===== src/rtl/ps2_trx_core.sv =====
// ---------------------------------------------------------------------------
// ps2_trx_core
//
// PS/2 host transceiver core. Receives device frames into a small byte FIFO,
// transmits host bytes using the inhibit / request-to-send sequence, checks
// the device acknowledge, and aborts stalled frames with a watchdog. The pads
// are open-drain, so the core only ever asks for a line to be pulled low.
//
// Ports:
//   clk_i, rst_i          system clock, asynchronous active-high reset
//   en_i                  core enable; low aborts any frame and frees lines
//   flush_i               synchronous RX FIFO clear
//   ps2_clk_i, ps2_dat_i  raw pad inputs (asynchronous to clk_i)
//   ps2_clk_oe_o          1 = pull PS/2 clock low
//   ps2_dat_oe_o          1 = pull PS/2 data low
//   rx_dat_o/valid/ready  FIFO head byte and pop handshake
//   rx_cnt_o              FIFO occupancy
//   tx_dat_i/valid/ready  transmit byte handshake
//   tx_done_o             pulse: transmit finished and device acked
//   tx_ack_err_o          pulse: device did not ack
//   rx_par_err_o          pulse: received frame failed odd parity
//   rx_frm_err_o          pulse: received stop bit was 0
//   rx_ovf_o              pulse: good frame dropped because FIFO full
//   timeout_o             pulse: watchdog fired mid-frame
//   busy_o                frame engine not idle
// ---------------------------------------------------------------------------
module ps2_trx_core #(
  parameter int SYNC_STAGES = 2,
  parameter int FIFO_DEPTH  = 8,
  parameter int INHIBIT_CYC = 10000,
  parameter int TIMEOUT_CYC = 200000
) (
  input  logic                             clk_i,
  input  logic                             rst_i,
  input  logic                             en_i,
  input  logic                             flush_i,
  input  logic                             ps2_clk_i,
  input  logic                             ps2_dat_i,
  output logic                             ps2_clk_oe_o,
  output logic                             ps2_dat_oe_o,
  output logic [7:0]                       rx_dat_o,
  output logic                             rx_valid_o,
  input  logic                             rx_ready_i,
  output logic [$clog2(FIFO_DEPTH+1)-1:0]  rx_cnt_o,
  input  logic [7:0]                       tx_dat_i,
  input  logic                             tx_valid_i,
  output logic                             tx_ready_o,
  output logic                             tx_done_o,
  output logic                             tx_ack_err_o,
  output logic                             rx_par_err_o,
  output logic                             rx_frm_err_o,
  output logic                             rx_ovf_o,
  output logic                             timeout_o,
  output logic                             busy_o
);

  localparam int CNT_W = $clog2(FIFO_DEPTH + 1);
  localparam int PTR_W = $clog2(FIFO_DEPTH);
  localparam int INH_W = $clog2(INHIBIT_CYC + 1);
  localparam int TO_W  = $clog2(TIMEOUT_CYC + 1);

  localparam logic [INH_W-1:0] INH_LAST  = INH_W'(INHIBIT_CYC - 1);
  localparam logic [INH_W-1:0] INH_START = INH_W'(INHIBIT_CYC - 2);
  localparam logic [TO_W-1:0]  TO_LAST   = TO_W'(TIMEOUT_CYC - 1);
  localparam logic [CNT_W-1:0] CNT_FULL  = CNT_W'(FIFO_DEPTH);

  typedef enum logic [2:0] {
    IDLE,
    RX,
    TX_INH,
    TX_DATA,
    TX_ACK
  } state_t;

  state_t                 state_q, state_d;
  logic [SYNC_STAGES-1:0] clk_sync_q, clk_sync_d;
  logic [SYNC_STAGES-1:0] dat_sync_q, dat_sync_d;
  logic                   clk_prev_q, clk_prev_d;
  logic [3:0]             bit_idx_q, bit_idx_d;
  logic [7:0]             shift_q, shift_d;
  logic                   rx_par_q, rx_par_d;
  logic [7:0]             tx_byte_q, tx_byte_d;
  logic                   tx_par_q, tx_par_d;
  logic [INH_W-1:0]       inh_cnt_q, inh_cnt_d;
  logic [TO_W-1:0]        wd_cnt_q, wd_cnt_d;
  logic                   clk_oe_q, clk_oe_d;
  logic                   dat_oe_q, dat_oe_d;
  logic                   tx_done_q, tx_done_d;
  logic                   ack_err_q, ack_err_d;
  logic                   par_err_q, par_err_d;
  logic                   frm_err_q, frm_err_d;
  logic                   ovf_q, ovf_d;
  logic                   timeout_q, timeout_d;
  logic [PTR_W-1:0]       wr_ptr_q, wr_ptr_d;
  logic [PTR_W-1:0]       rd_ptr_q, rd_ptr_d;
  logic [CNT_W-1:0]       cnt_q, cnt_d;
  logic [7:0]             mem_q [FIFO_DEPTH];

  logic clk_s;
  logic dat_s;
  logic clk_fall;
  logic pop;
  logic push;
  logic fifo_full;
  logic tx_accept;

  // Synchronised pad levels; a falling edge is a high-then-low pair of the
  // synchronised clock on consecutive system cycles.
  assign clk_s     = clk_sync_q[SYNC_STAGES-1];
  assign dat_s     = dat_sync_q[SYNC_STAGES-1];
  assign clk_fall  = clk_prev_q & ~clk_s;

  assign pop       = (cnt_q != '0) && rx_ready_i;
  assign fifo_full = (cnt_q == CNT_FULL);

  // A transmit may only start while the bus is idle (clock released high).
  assign tx_ready_o = en_i && clk_s && (state_q == IDLE);
  assign tx_accept  = tx_ready_o && tx_valid_i;

  // Pad synchronisers shift the raw pins in and remember the last clock level.
  always_comb begin
    clk_sync_d = {clk_sync_q[SYNC_STAGES-2:0], ps2_clk_i};
    dat_sync_d = {dat_sync_q[SYNC_STAGES-2:0], ps2_dat_i};
    clk_prev_d = clk_s;
  end

  // Frame engine next-state logic. Everything the FSM drives is computed here
  // and registered below, so the pad enables and pulses come straight from
  // flops. The watchdog only runs in states that wait on the device.
  always_comb begin
    state_d   = state_q;
    bit_idx_d = bit_idx_q;
    shift_d   = shift_q;
    rx_par_d  = rx_par_q;
    tx_byte_d = tx_byte_q;
    tx_par_d  = tx_par_q;
    inh_cnt_d = inh_cnt_q;
    wd_cnt_d  = wd_cnt_q;
    clk_oe_d  = clk_oe_q;
    dat_oe_d  = dat_oe_q;
    tx_done_d = 1'b0;
    ack_err_d = 1'b0;
    par_err_d = 1'b0;
    frm_err_d = 1'b0;
    ovf_d     = 1'b0;
    timeout_d = 1'b0;
    push      = 1'b0;

    if (!en_i) begin
      state_d  = IDLE;
      clk_oe_d = 1'b0;
      dat_oe_d = 1'b0;
      wd_cnt_d = '0;
    end else begin
      case (state_q)
        IDLE: begin
          clk_oe_d = 1'b0;
          dat_oe_d = 1'b0;
          wd_cnt_d = '0;
          if (tx_accept) begin
            tx_byte_d = tx_dat_i;
            tx_par_d  = ~^tx_dat_i;
            inh_cnt_d = '0;
            clk_oe_d  = 1'b1;
            state_d   = TX_INH;
          end else if (clk_fall && !dat_s) begin
            bit_idx_d = 4'd1;
            state_d   = RX;
          end
        end

        RX: begin
          if (clk_fall) begin
            wd_cnt_d  = '0;
            bit_idx_d = bit_idx_q + 4'd1;
            if (bit_idx_q <= 4'd8) begin
              shift_d = {dat_s, shift_q[7:1]};
            end else if (bit_idx_q == 4'd9) begin
              rx_par_d = dat_s;
            end else begin
              state_d = IDLE;
              if (!dat_s) begin
                frm_err_d = 1'b1;
              end else if (!(^{shift_q, rx_par_q})) begin
                par_err_d = 1'b1;
              end else if (fifo_full && !pop) begin
                ovf_d = 1'b1;
              end else begin
                push = 1'b1;
              end
            end
          end else if (wd_cnt_q == TO_LAST) begin
            timeout_d = 1'b1;
            wd_cnt_d  = '0;
            state_d   = IDLE;
          end else begin
            wd_cnt_d = wd_cnt_q + TO_W'(1);
          end
        end

        TX_INH: begin
          clk_oe_d = 1'b1;
          if (inh_cnt_q == INH_START) begin
            dat_oe_d = 1'b1;
          end
          if (inh_cnt_q == INH_LAST) begin
            clk_oe_d  = 1'b0;
            bit_idx_d = 4'd0;
            wd_cnt_d  = '0;
            state_d   = TX_DATA;
          end else begin
            inh_cnt_d = inh_cnt_q + INH_W'(1);
          end
        end

        TX_DATA: begin
          if (clk_fall) begin
            wd_cnt_d  = '0;
            bit_idx_d = bit_idx_q + 4'd1;
            if (bit_idx_q < 4'd8) begin
              dat_oe_d = ~tx_byte_q[bit_idx_q[2:0]];
            end else if (bit_idx_q == 4'd8) begin
              dat_oe_d = ~tx_par_q;
            end else begin
              dat_oe_d = 1'b0;
              state_d  = TX_ACK;
            end
          end else if (wd_cnt_q == TO_LAST) begin
            timeout_d = 1'b1;
            clk_oe_d  = 1'b0;
            dat_oe_d  = 1'b0;
            wd_cnt_d  = '0;
            state_d   = IDLE;
          end else begin
            wd_cnt_d = wd_cnt_q + TO_W'(1);
          end
        end

        TX_ACK: begin
          clk_oe_d = 1'b0;
          dat_oe_d = 1'b0;
          if (clk_fall) begin
            wd_cnt_d = '0;
            state_d  = IDLE;
            if (!dat_s) begin
              tx_done_d = 1'b1;
            end else begin
              ack_err_d = 1'b1;
            end
          end else if (wd_cnt_q == TO_LAST) begin
            timeout_d = 1'b1;
            wd_cnt_d  = '0;
            state_d   = IDLE;
          end else begin
            wd_cnt_d = wd_cnt_q + TO_W'(1);
          end
        end

        default: begin
          state_d  = IDLE;
          clk_oe_d = 1'b0;
          dat_oe_d = 1'b0;
          wd_cnt_d = '0;
        end
      endcase
    end
  end

  // FIFO pointer and occupancy update. Flush wins over any push or pop in the
  // same cycle; a push and pop together leave the count unchanged.
  always_comb begin
    wr_ptr_d = wr_ptr_q;
    rd_ptr_d = rd_ptr_q;
    cnt_d    = cnt_q;
    if (flush_i) begin
      wr_ptr_d = '0;
      rd_ptr_d = '0;
      cnt_d    = '0;
    end else begin
      if (push) begin
        wr_ptr_d = wr_ptr_q + PTR_W'(1);
      end
      if (pop) begin
        rd_ptr_d = rd_ptr_q + PTR_W'(1);
      end
      if (push && !pop) begin
        cnt_d = cnt_q + CNT_W'(1);
      end else if (pop && !push) begin
        cnt_d = cnt_q - CNT_W'(1);
      end
    end
  end

  // All state lives here. Synchronisers reset to 1 so the core sees an idle
  // bus; reset also drops both pad enables immediately.
  always_ff @(posedge clk_i or posedge rst_i) begin
    if (rst_i) begin
      state_q    <= IDLE;
      clk_sync_q <= '1;
      dat_sync_q <= '1;
      clk_prev_q <= 1'b1;
      bit_idx_q  <= '0;
      shift_q    <= '0;
      rx_par_q   <= 1'b0;
      tx_byte_q  <= '0;
      tx_par_q   <= 1'b0;
      inh_cnt_q  <= '0;
      wd_cnt_q   <= '0;
      clk_oe_q   <= 1'b0;
      dat_oe_q   <= 1'b0;
      tx_done_q  <= 1'b0;
      ack_err_q  <= 1'b0;
      par_err_q  <= 1'b0;
      frm_err_q  <= 1'b0;
      ovf_q      <= 1'b0;
      timeout_q  <= 1'b0;
      wr_ptr_q   <= '0;
      rd_ptr_q   <= '0;
      cnt_q      <= '0;
      for (int i = 0; i < FIFO_DEPTH; i++) begin
        mem_q[i] <= '0;
      end
    end else begin
      state_q    <= state_d;
      clk_sync_q <= clk_sync_d;
      dat_sync_q <= dat_sync_d;
      clk_prev_q <= clk_prev_d;
      bit_idx_q  <= bit_idx_d;
      shift_q    <= shift_d;
      rx_par_q   <= rx_par_d;
      tx_byte_q  <= tx_byte_d;
      tx_par_q   <= tx_par_d;
      inh_cnt_q  <= inh_cnt_d;
      wd_cnt_q   <= wd_cnt_d;
      clk_oe_q   <= clk_oe_d;
      dat_oe_q   <= dat_oe_d;
      tx_done_q  <= tx_done_d;
      ack_err_q  <= ack_err_d;
      par_err_q  <= par_err_d;
      frm_err_q  <= frm_err_d;
      ovf_q      <= ovf_d;
      timeout_q  <= timeout_d;
      wr_ptr_q   <= wr_ptr_d;
      rd_ptr_q   <= rd_ptr_d;
      cnt_q      <= cnt_d;
      if (push && !flush_i) begin
        mem_q[wr_ptr_q] <= shift_q;
      end
    end
  end

  assign ps2_clk_oe_o = clk_oe_q;
  assign ps2_dat_oe_o = dat_oe_q;
  assign rx_dat_o     = mem_q[rd_ptr_q];
  assign rx_valid_o   = (cnt_q != '0);
  assign rx_cnt_o     = cnt_q;
  assign tx_done_o    = tx_done_q;
  assign tx_ack_err_o = ack_err_q;
  assign rx_par_err_o = par_err_q;
  assign rx_frm_err_o = frm_err_q;
  assign rx_ovf_o     = ovf_q;
  assign timeout_o    = timeout_q;
  assign busy_o       = (state_q != IDLE);

endmodule

===== config.mk =====
export PLATFORM = sky130hd
export DESIGN_NAME = ps2_trx_core
export DESIGN_NICKNAME = d
export VERILOG_FILES = /design/src/rtl/ps2_trx_core.sv
export SDC_FILE = /design/constraint.sdc
export NUM_CORES = 1
export LEC_CHECK = 0
export ABC_AREA = 1
export BUFFER_PORTS_ARGS = -buffer_cell sky130_fd_sc_hd__buf_2
export CAP_MARGIN = 25
export CELL_PAD_IN_SITES_DETAIL_PLACEMENT = 1
export CELL_PAD_IN_SITES_GLOBAL_PLACEMENT = 1
export CORE_MARGIN = 4
export CORE_UTILIZATION = 48
export CTS_BUF_LIST = sky130_fd_sc_hd__clkbuf_4
export DETAILED_ROUTE_END_ITERATION = 8
export HOLD_SLACK_MARGIN = 0.03
export PLACE_DENSITY_LB_ADDON = 0.1
export SLEW_MARGIN = 40
export SYNTH_ARGS = -nofsm -noshare
export SYNTH_HDL_FRONTEND = slang
export SYNTH_SLANG_ARGS = --single-unit

===== constraint.sdc =====
create_clock -name clk_i -period 4.65 [get_ports clk_i]
set_input_delay 0.465 -clock clk_i [delete_from_list [all_inputs] [get_ports clk_i]]
set_output_delay 0.465 -clock clk_i [all_outputs]
set_load 0.05 [all_outputs]

==> results of run 1 <==
[placed cells by master (no fill, tap or decap), types with 7 or more instances in the layout]
master / instances
a21oi_1: 23
a31oi_1: 11
buf_2: 38
clkbuf_4: 20
dfrtp_1: 139
ha_1: 10
inv_1: 71
inv_2: 19
nand2_1: 231
nand2_2: 7
nand3_1: 42
nand3_4: 9
nand4_1: 10
nor2_1: 115
nor3_1: 26
o21ai_0: 71
o21ai_1: 23
o21ai_2: 43
o22ai_1: 9
o31ai_1: 10
xnor2_1: 10
xor2_1: 12
[layer usage]
| metal | share of wire | vias to the layer above | wire length [um] |
|---|---|---|---|
| met3 | 0.025 | 27 | 486 |
| met1 | 0.47 | 3114 | 9040 |
| met4 | 0.016 | 0 | 301 |
| met2 | 0.49 | 93 | 9390 |
| li1 | - | 3195 | - |
| met5 | 0 | - | 0 |
[area by class of cell]
type,count,area [um^2]
Fill cell,1991,7560
Sequential cell,144,3610
Multi-Input combinational cell,684,3590
Inverter,92,353
Tap cell,216,270
Timing Repair Buffer,43,233
Clock buffer,20,150
Clock inverter,12,118
[worst max-delay path, stage by stage (launching register included)]
cell and delay [ns]:
dfrtp_1 0.52, inv_1 0.17, ha_1 0.24, nand2_2 0.08, nand2_2 0.07, inv_2 0.09, nand2_1 0.13, nor3_4 0.24
nand3_1 0.24, ha_1 0.41, nand2_1 0.09, nand2_1 0.05, a31oi_1 0.22, nand3_1 0.12, nand3_1 0.09, nand2_1 0.05
[registers in the layout (all words and copies together), names as in the netlist, 4 cells and up]
signal     flops
inh_cnt_q     14
wd_cnt_q      18
bit_idx_q      4
tx_byte_q      8
mem_q         64
shift_q        8
rx_cnt_o       4
[worst min path at each step]
stage                              endpoint  cells after the start  slack (ns)                    start
floorplan           clk_sync_q[1]$_DFF_PP1_                      0        0.35  clk_sync_q[0]$_DFF_PP1_
global placement    clk_sync_q[1]$_DFF_PP1_                      0        0.35  clk_sync_q[0]$_DFF_PP1_
detailed placement  clk_sync_q[1]$_DFF_PP1_                      0        0.35  clk_sync_q[0]$_DFF_PP1_
CTS                   mem_q[42]$_DFFE_PP0P_                      2        0.05                    rst_i
global route           mem_q[1]$_DFFE_PP0P_                      2        0.06                    rst_i
finish                 mem_q[1]$_DFFE_PP0P_                      2        0.04                    rst_i
[through the flow]
stage | total power [mW] | utilization
finish | 3.81 | 0.524
CTS | 3.86 | 0.524
global placement | 3.02 | 0.506
detailed placement | 3.05 | 0.506
floorplan | 2.68 | -
global route | 4.10 | 0.524
[power groups by stage]
stage / combinational, mW / sequential [mW] / clock, mW
after global placement: 1.43 / 1.58 / 0
after CTS: 1.47 / 1.57 / 0.818
after floorplan: 1.08 / 1.60 / 0
final: 1.45 / 1.56 / 0.790
after global routing: 1.65 / 1.59 / 0.865
after detailed placement: 1.46 / 1.59 / 0
[cell families after synthesis]
logic type	after synthesis	synth area share
fa+ha+maj	11	0.0187
buf+inv	124	0.0727
xor+xnor	22	0.0248
flops	144	0.465
simple gates	454	0.262
compound gates	197	0.157
[repair_timing]
item,in CTS,in global routing
setup endpoints to repair,0,0
hold buffers,2,0
hold endpoints to repair,2,0
==> run summary, run 1 <==
status -> finished clean
largest net degree at the start of global routing -> 107
Main synth FF type -> dfrtp_1
Routed WL -> 19.2 mm
layout cell share with drive strength beyond 1 -> 0.162
setup repair bufs after CTS -> 0
H-tree depth -> 4
M2 GR Usage -> 0.382
fmax -> 344 MHz
Setup crit end kind -> flip-flop
die area -> 0.0183 mm^2
RSZ-0062 raised after global routing -> false
maximum clock path buffer count -> 2
Max FO, Critical Path -> 9
Mapped Avg Cell Area -> 8.16 um^2
Synth area leader -> dfrtp_1
register area share after synthesis -> 0.465
most common cell in the netlist -> nand2_1
core area -> 0.0159 mm^2
Synth top area share -> 0.448
top cells by count, synth -> nand2_1, dfrtp_1, nor2_1, inv_1, o21ai_0
Tcrit/Tclk final -> 0.625
Post-Synthesis Cells -> 952
M1 GR Usage -> 0.299
grt met3 use -> 0.0357
NetSw -> 1.68 mW
Fin Hold WS -> 0.0424 ns
I/O pin total -> 39
clk sink count -> 144
Ant. Diodes -> 0
clock slew at reported path FFs -> 0.12 ns
antenna violations before repair -> 0
Synth Warn # -> 0
Worst-Margin Slew -> 0.723 ns
DP HPWL -> 13.7 mm
Pleak -> 3.91 nW
CP Capture Point -> rx_cnt_o[3]$_DFFE_PP0P_
#FFs+latches synth -> 144
Rows -> 46
cts repair resizes -> 0
R2R cell count -> 15
gr ovfl total -> 0
Clock Latency Late Sink -> 0.55 ns
Layout area overhead -> 7.20%
PwrDens -> 458 mW/mm^2
final instance area -> 0.00833 mm^2
P_int -> 2.13 mW
vias in the first global route -> 6802
fin crit period -> 2.91 ns
Post-route DRC -> 0
placed cell count -> 1177
setup TNS -> 0 ns
vias after detailed routing -> 6429
Via density -> 5.31
Pre-Repair DR Iteration Count -> 5
crit path from -> bit_idx_q[0]$_DFFE_PP0P_
post-placement cell area -> 0.00804 mm^2
chip height -> 135 um
Worst Path Required -> 5.10 ns
EDFF count, synth -> 0
first-pass GRT wire length -> 33.6 mm
grt peak-use layer -> met2
Worst Setup Start Kind -> flip-flop
final worst slack -> 1.74 ns
worst setup path category -> reg2reg
Finished Layout Cells -> 1211
HP Class -> in2async
Layout Nets -> 1009
synth unique cells -> 37
pre-CTS setup slack -> 1.74 ns
Flop pwr share -> 0.411
Slew Viols, Final -> 0
top cells by area, synth -> dfrtp_1, nand2_1, nor2_1
final setup vio count -> 0
Iteration-0 DRC Markers -> 282
R2R Setup Slk -> 1.74 ns
Reg-to-Reg Start -> bit_idx_q[0]$_DFFE_PP0P_
Initial Util -> 0.489
Net Count, Synth -> 979
Tot GR Track Use -> 0.225
Max-slew headroom -> 0.518
Root Driver -> clkbuf_4
CTS tree -> yes
Arr. time, crit path -> 3.36 ns
Avg WL per Cell -> 15.9 um
Async SR Flop Fraction -> 1.00
r2r endpoint -> rx_cnt_o[3]$_DFFE_PP0P_
RD Place Congestion -> 0.798
Die Span X -> 135 um
VDD IR max -> 0.239 mV
total CTS buffers -> 17
Sw Share -> 0.440
I/O Buffers -> 38
Gate power share -> 0.382
max cap viols -> 0
total count of hold-check failures in the final report -> 0
Clk pwr share -> 0.207
Final ANT Viol Nets -> 0
Post-Route Skew -> 0.0143 ns
synthesized cell area -> 0.00777 mm^2
No activity file was read; power rests on OpenSTA's default activity.
==> run 2, diff against run 1 <==
CORE_UTILIZATION = 44   (was 48)
clock period = 2.35 ns   (was 4.65 ns; I/O delays follow)
==> run summary, run 2 (synthesized netlist as in run 1, its figures left out) <==
status -> finished, violations left
failing checks -> negative setup slack
Clock Latency Late Sink -> 0.59 ns
R2R cell count -> 14
layout cell share with drive strength beyond 1 -> 0.239
HP Class -> in2reg
clk sink count -> 144
Setup crit end kind -> flip-flop
I/O Buffers -> 38
Tot GR Track Use -> 0.214
Avg WL per Cell -> 17.1 um
chip height -> 141 um
clock slew at reported path FFs -> 0.14 ns
Post-Route Skew -> 0.0324 ns
worst setup path category -> reg2reg
max cap viols -> 0
maximum clock path buffer count -> 2
Tcrit/Tclk final -> 1.00
Critical Path Stages -> 14
gr ovfl total -> 0
critical path's slowest cell -> dfstp_2
Die Span X -> 141 um
Rows -> 48
H-tree depth -> 4
Max-slew headroom -> 0.411
first-pass GRT wire length -> 34.6 mm
biggest regs -> mem_q x64, wd_cnt_q x18, inh_cnt_q x14
Layout Nets -> 1083
Slew Viols, Final -> 0
CTS tree -> yes
Routed WL -> 22.1 mm
fmax -> 425 MHz
Worst Path Required -> 2.84 ns
CP max stage delay -> 0.55 ns
final setup vio count -> 1
register with the most flip-flops -> mem_q
Hold Path Cell Cnt -> 4
R2R Setup Slk -> -0.003 ns
Worst-Margin Slew -> 0.881 ns
total power -> 8.37 mW
Pleak -> 4.29 nW
Pre-Repair DR Iteration Count -> 6
core area -> 0.0173 mm^2
crit path from -> clk_prev_q$_DFF_PP1_
CP bufs+invs -> 2
setup TNS -> -0.00294 ns
fin crit period -> 2.35 ns
most common cell after layout, fill and taps aside -> nand2_1
VDD IR max -> 0.583 mV
RD Place Congestion -> 0.846
Max FO, Critical Path -> 5
final worst slack -> -0.00294 ns
RSZ-0062 raised after global routing -> true
Top Family by Delay on Critical Path -> simple AND/OR/NAND/NOR gates
die area -> 0.0198 mm^2
r2r endpoint -> rx_cnt_o[3]$_DFFE_PP0P_
Final ANT Viol Nets -> 0
max reg flops -> 64
CP Cell Sequence -> inv_2, nor2_4, inv_2, nor2_4, nand2_4, nor3_4, nand3_4, ha_4, nand2_2, nand2_1, a31oi_1, nand3_1, nand3_2, nand2_1
Root Driver -> clkbuf_4
largest net degree at the start of global routing -> 145
I/O pin total -> 39
Arr. time, crit path -> 2.84 ns
CP Capture Point -> rx_cnt_o[3]$_DFFE_PP0P_
total CTS buffers -> 17
Iteration-0 DRC Markers -> 254
Initial Util -> 0.449
Layout area overhead -> 19.3%
most frequent cells in the layout -> nand2_1, dfrtp_1, nor2_1
DP HPWL -> 14.0 mm
vias after detailed routing -> 6848
Reg-to-Reg Start -> clk_prev_q$_DFF_PP1_
Via density -> 5.29
antenna violations before repair -> 1
total count of hold-check failures in the final report -> 0
Post-route DRC -> 0
vias in the first global route -> 7026
Worst Setup Start Kind -> flip-flop
PwrDens -> 904 mW/mm^2
-- run 2: changes by cell type in the layout (fill, tap and decap cells not counted), sizes merged --
cell	previous run	this run
buf	41	96
dlygate4sd3	2	12
nand3	51	59
clkinvlp	2	4
clkbuf	20	19
clkinv	8	7
diode	0	1
inv	92	93
-- run 2: report_power, final --
| group | internal, mW | switching [mW] | total, mW |
|---|---|---|---|
| combinational | 1.28 | 2.33 | 3.62 |
| sequential | 2.77 | 0.315 | 3.09 |
| clock | 0.660 | 1.01 | 1.67 |
-- run 2: how the worst min path moves through the flow --
stage,slack (ns),startpoint,end
2_1_floorplan,0.24,ps2_clk_i,clk_sync_q[0]$_DFF_PP1_
3_3_place_gp,0.34,ps2_clk_i,clk_sync_q[0]$_DFF_PP1_
3_5_place_dp,0.34,ps2_clk_i,clk_sync_q[0]$_DFF_PP1_
4_1_cts,0.03,en_i,timeout_o$_DFF_PP0_
5_1_grt,0.07,en_i,timeout_o$_DFF_PP0_
6_report,0.08,en_i,timeout_o$_DFF_PP0_
-- run 2: what timing repair did --
action	CTS	global route
hold buffers	12	0
pin swaps	1	25
setup buffers	5	9
resized for setup	11	53
endpoints found under the setup margin	9	80
endpoints found under the hold margin	151	0
gates cloned	0	9
-- run 2: stage by stage --
step	instances	instance area, um^2	setup WS (ns)	hold slack (ns)	utilization
final	1295	9260	-0.00294	0.0790	0.536
after CTS	1275	8890	-0.00730	0.0317	0.514
after floorplan	952	7790	0.0475	0.239	-
after global placement	1226	8380	0.0679	0.339	0.484
after global routing	1295	9260	-0.169	0.0743	0.536
after detailed placement	1226	8380	-0.0356	0.341	0.484
-- run 2: cell type report --
cell class	instances	area [um^2]
diodes	1	2.50
multi-input cells	692	3840
repair buffers	109	868
inverters	92	358
clock inverters	14	159
fillers	2107	8030
clock buffers	18	135
well taps	225	282
flip-flops and latches	144	3620
-- run 2: routing by layer --
layer / GRT usage / part of all wire
met1: 0.271 / 0.43
met2: 0.376 / 0.53
met3: 0.0336 / 0.022
met4: 0.0668 / 0.020
met5: 0 / 0
-- run 2: worst min-delay path, stage by stage --
cell	delay [ns]
buf_2	0.12
buf_4	0.18
nand2_1	0.07
nor2_1	0.04
==> run 3, diff against run 2 <==
CORE_ASPECT_RATIO = 2   (was default)
==> run summary, run 3 (synthesized netlist as in run 1, its figures left out) <==
die area -> 0.0200 mm^2
Max-slew headroom -> 0.645
DP HPWL -> 16.8 mm
Root Driver -> clkbuf_4
H-tree depth -> 4
Tot GR Track Use -> 0.243
PwrDens -> 952 mW/mm^2
crit path from -> rd_ptr_q[0]$_DFFE_PP0P_
CTS tree -> yes
Pre-Repair DR Iteration Count -> 4
Initial Util -> 0.450
I/O Buffers -> 38
clk sink count -> 144
status -> finished clean
Slew Viols, Final -> 0
I/O pin total -> 39
fillers -> 2129
Iteration-0 DRC Markers -> 172
HP Class -> in2reg
Reg-to-Reg Start -> bit_idx_q[0]$_DFFE_PP0P_
critical path's slowest cell -> dfrtp_2
most used cell, CP -> buf_4
Worst Setup Start Kind -> flip-flop
Worst Path Required -> 2.12 ns
r2r endpoint -> rx_cnt_o[3]$_DFFE_PP0P_
biggest regs -> mem_q x64, wd_cnt_q x18, inh_cnt_q x14
maximum clock path buffer count -> 2
setup TNS -> 0 ns
footprint of the multi-input gates -> 0.00380 mm^2
most common cell after layout, fill and taps aside -> nand2_1
final setup vio count -> 0
total CTS buffers -> 17
RSZ-0062 raised after global routing -> true
worst setup path category -> reg2out
Tcrit/Tclk final -> 0.993
vias in the first global route -> 7479
Setup crit end kind -> primary output
Worst-Margin Slew -> 0.532 ns
gr ovfl total -> 0
antenna violations before repair -> 1
clock slew at reported path FFs -> 0.12 ns
largest net degree at the start of global routing -> 91
Via density -> 5.34
Post-route DRC -> 0
Clock Latency Late Sink -> 0.56 ns
Avg WL per Cell -> 17.8 um
CP Cell Sequence -> buf_12, buf_4, o21ai_1, o22ai_2, nor2_1, a31oi_1, buf_4
fmax -> 429 MHz
max cap viols -> 0
layout cell share with drive strength beyond 1 -> 0.257
vias after detailed routing -> 6844
FF/Latch Area -> 0.00362 mm^2
Die Span X -> 102 um
register with the most flip-flops -> mem_q
fin crit period -> 2.33 ns
core area -> 0.0173 mm^2
chip height -> 196 um
Final ANT Viol Nets -> 0
CP Capture Point -> rx_dat_o[6]
total count of hold-check failures in the final report -> 0
Rows -> 68
Layout Nets -> 1085
CP max stage delay -> 0.44 ns
final instance area -> 0.00930 mm^2
post-placement cell area -> 0.00841 mm^2
Post-Route Skew -> 0.0289 ns
Max FO, Critical Path -> 9
RD Place Congestion -> 0.834
pre-CTS setup slack -> -0.0340 ns
Routed WL -> 22.9 mm
first-pass GRT wire length -> 37.4 mm
Pleak -> 4.33 nW
fin util -> 0.538
R2R cell count -> 13
max reg flops -> 64
final worst slack -> 0.0170 ns
Layout area overhead -> 19.8%
Arr. time, crit path -> 2.10 ns
R2R Setup Slk -> 0.11 ns
VDD IR max -> 0.458 mV
most frequent cells in the layout -> nand2_1, dfrtp_1, nor2_1
==> run 3: per-layer routing <==
layer  share of wire  global-route usage
met1            0.35               0.238
met4           0.053               0.128
met2            0.58               0.472
met5               0                   0
met3           0.017              0.0335
==> run 3: how the worst min path moves through the flow <==
stage	start	depth (start not counted)	slack, ns	to
after CTS	en_i	4	0.07	timeout_o$_DFF_PP0_
after floorplan	ps2_clk_i	0	0.24	clk_sync_q[0]$_DFF_PP1_
final	en_i	4	0.11	timeout_o$_DFF_PP0_
after detailed placement	ps2_clk_i	1	0.34	clk_sync_q[0]$_DFF_PP1_
after global routing	en_i	4	0.11	ps2_dat_oe_o$_DFFE_PP0P_
after global placement	ps2_clk_i	1	0.34	clk_sync_q[0]$_DFF_PP1_
==> run 3: worst max-delay path, delay by kind of cell, from the launching register on <==
kind                   cells  cell delay, ns
AOI/OAI and AO/OA          3            0.53
buffers and inverters      3            0.50
DFF                        1            0.44
and+or+nand+nor            1            0.08
==> run 3: per-stage QoR <==
stage / power, mW / std cells / hold WS [ns]
finish: 8.85 / 1282 / 0.113
CTS: 8.88 / 1273 / 0.0677
global placement: 6.50 / 1215 / 0.339
global route: 9.45 / 1282 / 0.107
floorplan: 5.34 / 952 / 0.239
detailed placement: 6.55 / 1215 / 0.342
==> run 3: layout make-up <==
cell class	count	area share
Sequential cell	144	0.389
Timing Repair Buffer	118	0.103
Antenna cell	1	0.000269
Tap cell	210	0.0283
Clock buffer	18	0.0145
Clock inverter	14	0.0176
Multi-Input combinational cell	685	0.409
Inverter	92	0.0383
==> run 3: timing repair <==
action / CTS / global route
pin swaps: 8 / 25
cloned: 2 / 1
hold buffers: 12 / 0
endpoints found under the setup margin: 11 / 76
buffers inserted: 12 / 9
resized for setup: 51 / 39
hold endpoints to repair: 150 / 0
==> run 3: power breakdown <==
group	switching [mW]	internal (mW)	leakage, nW
sequential	0.315	2.77	1.95
clock	0.955	0.747	0.150
combinational	2.60	1.47	2.23
total	3.87	4.99	4.33
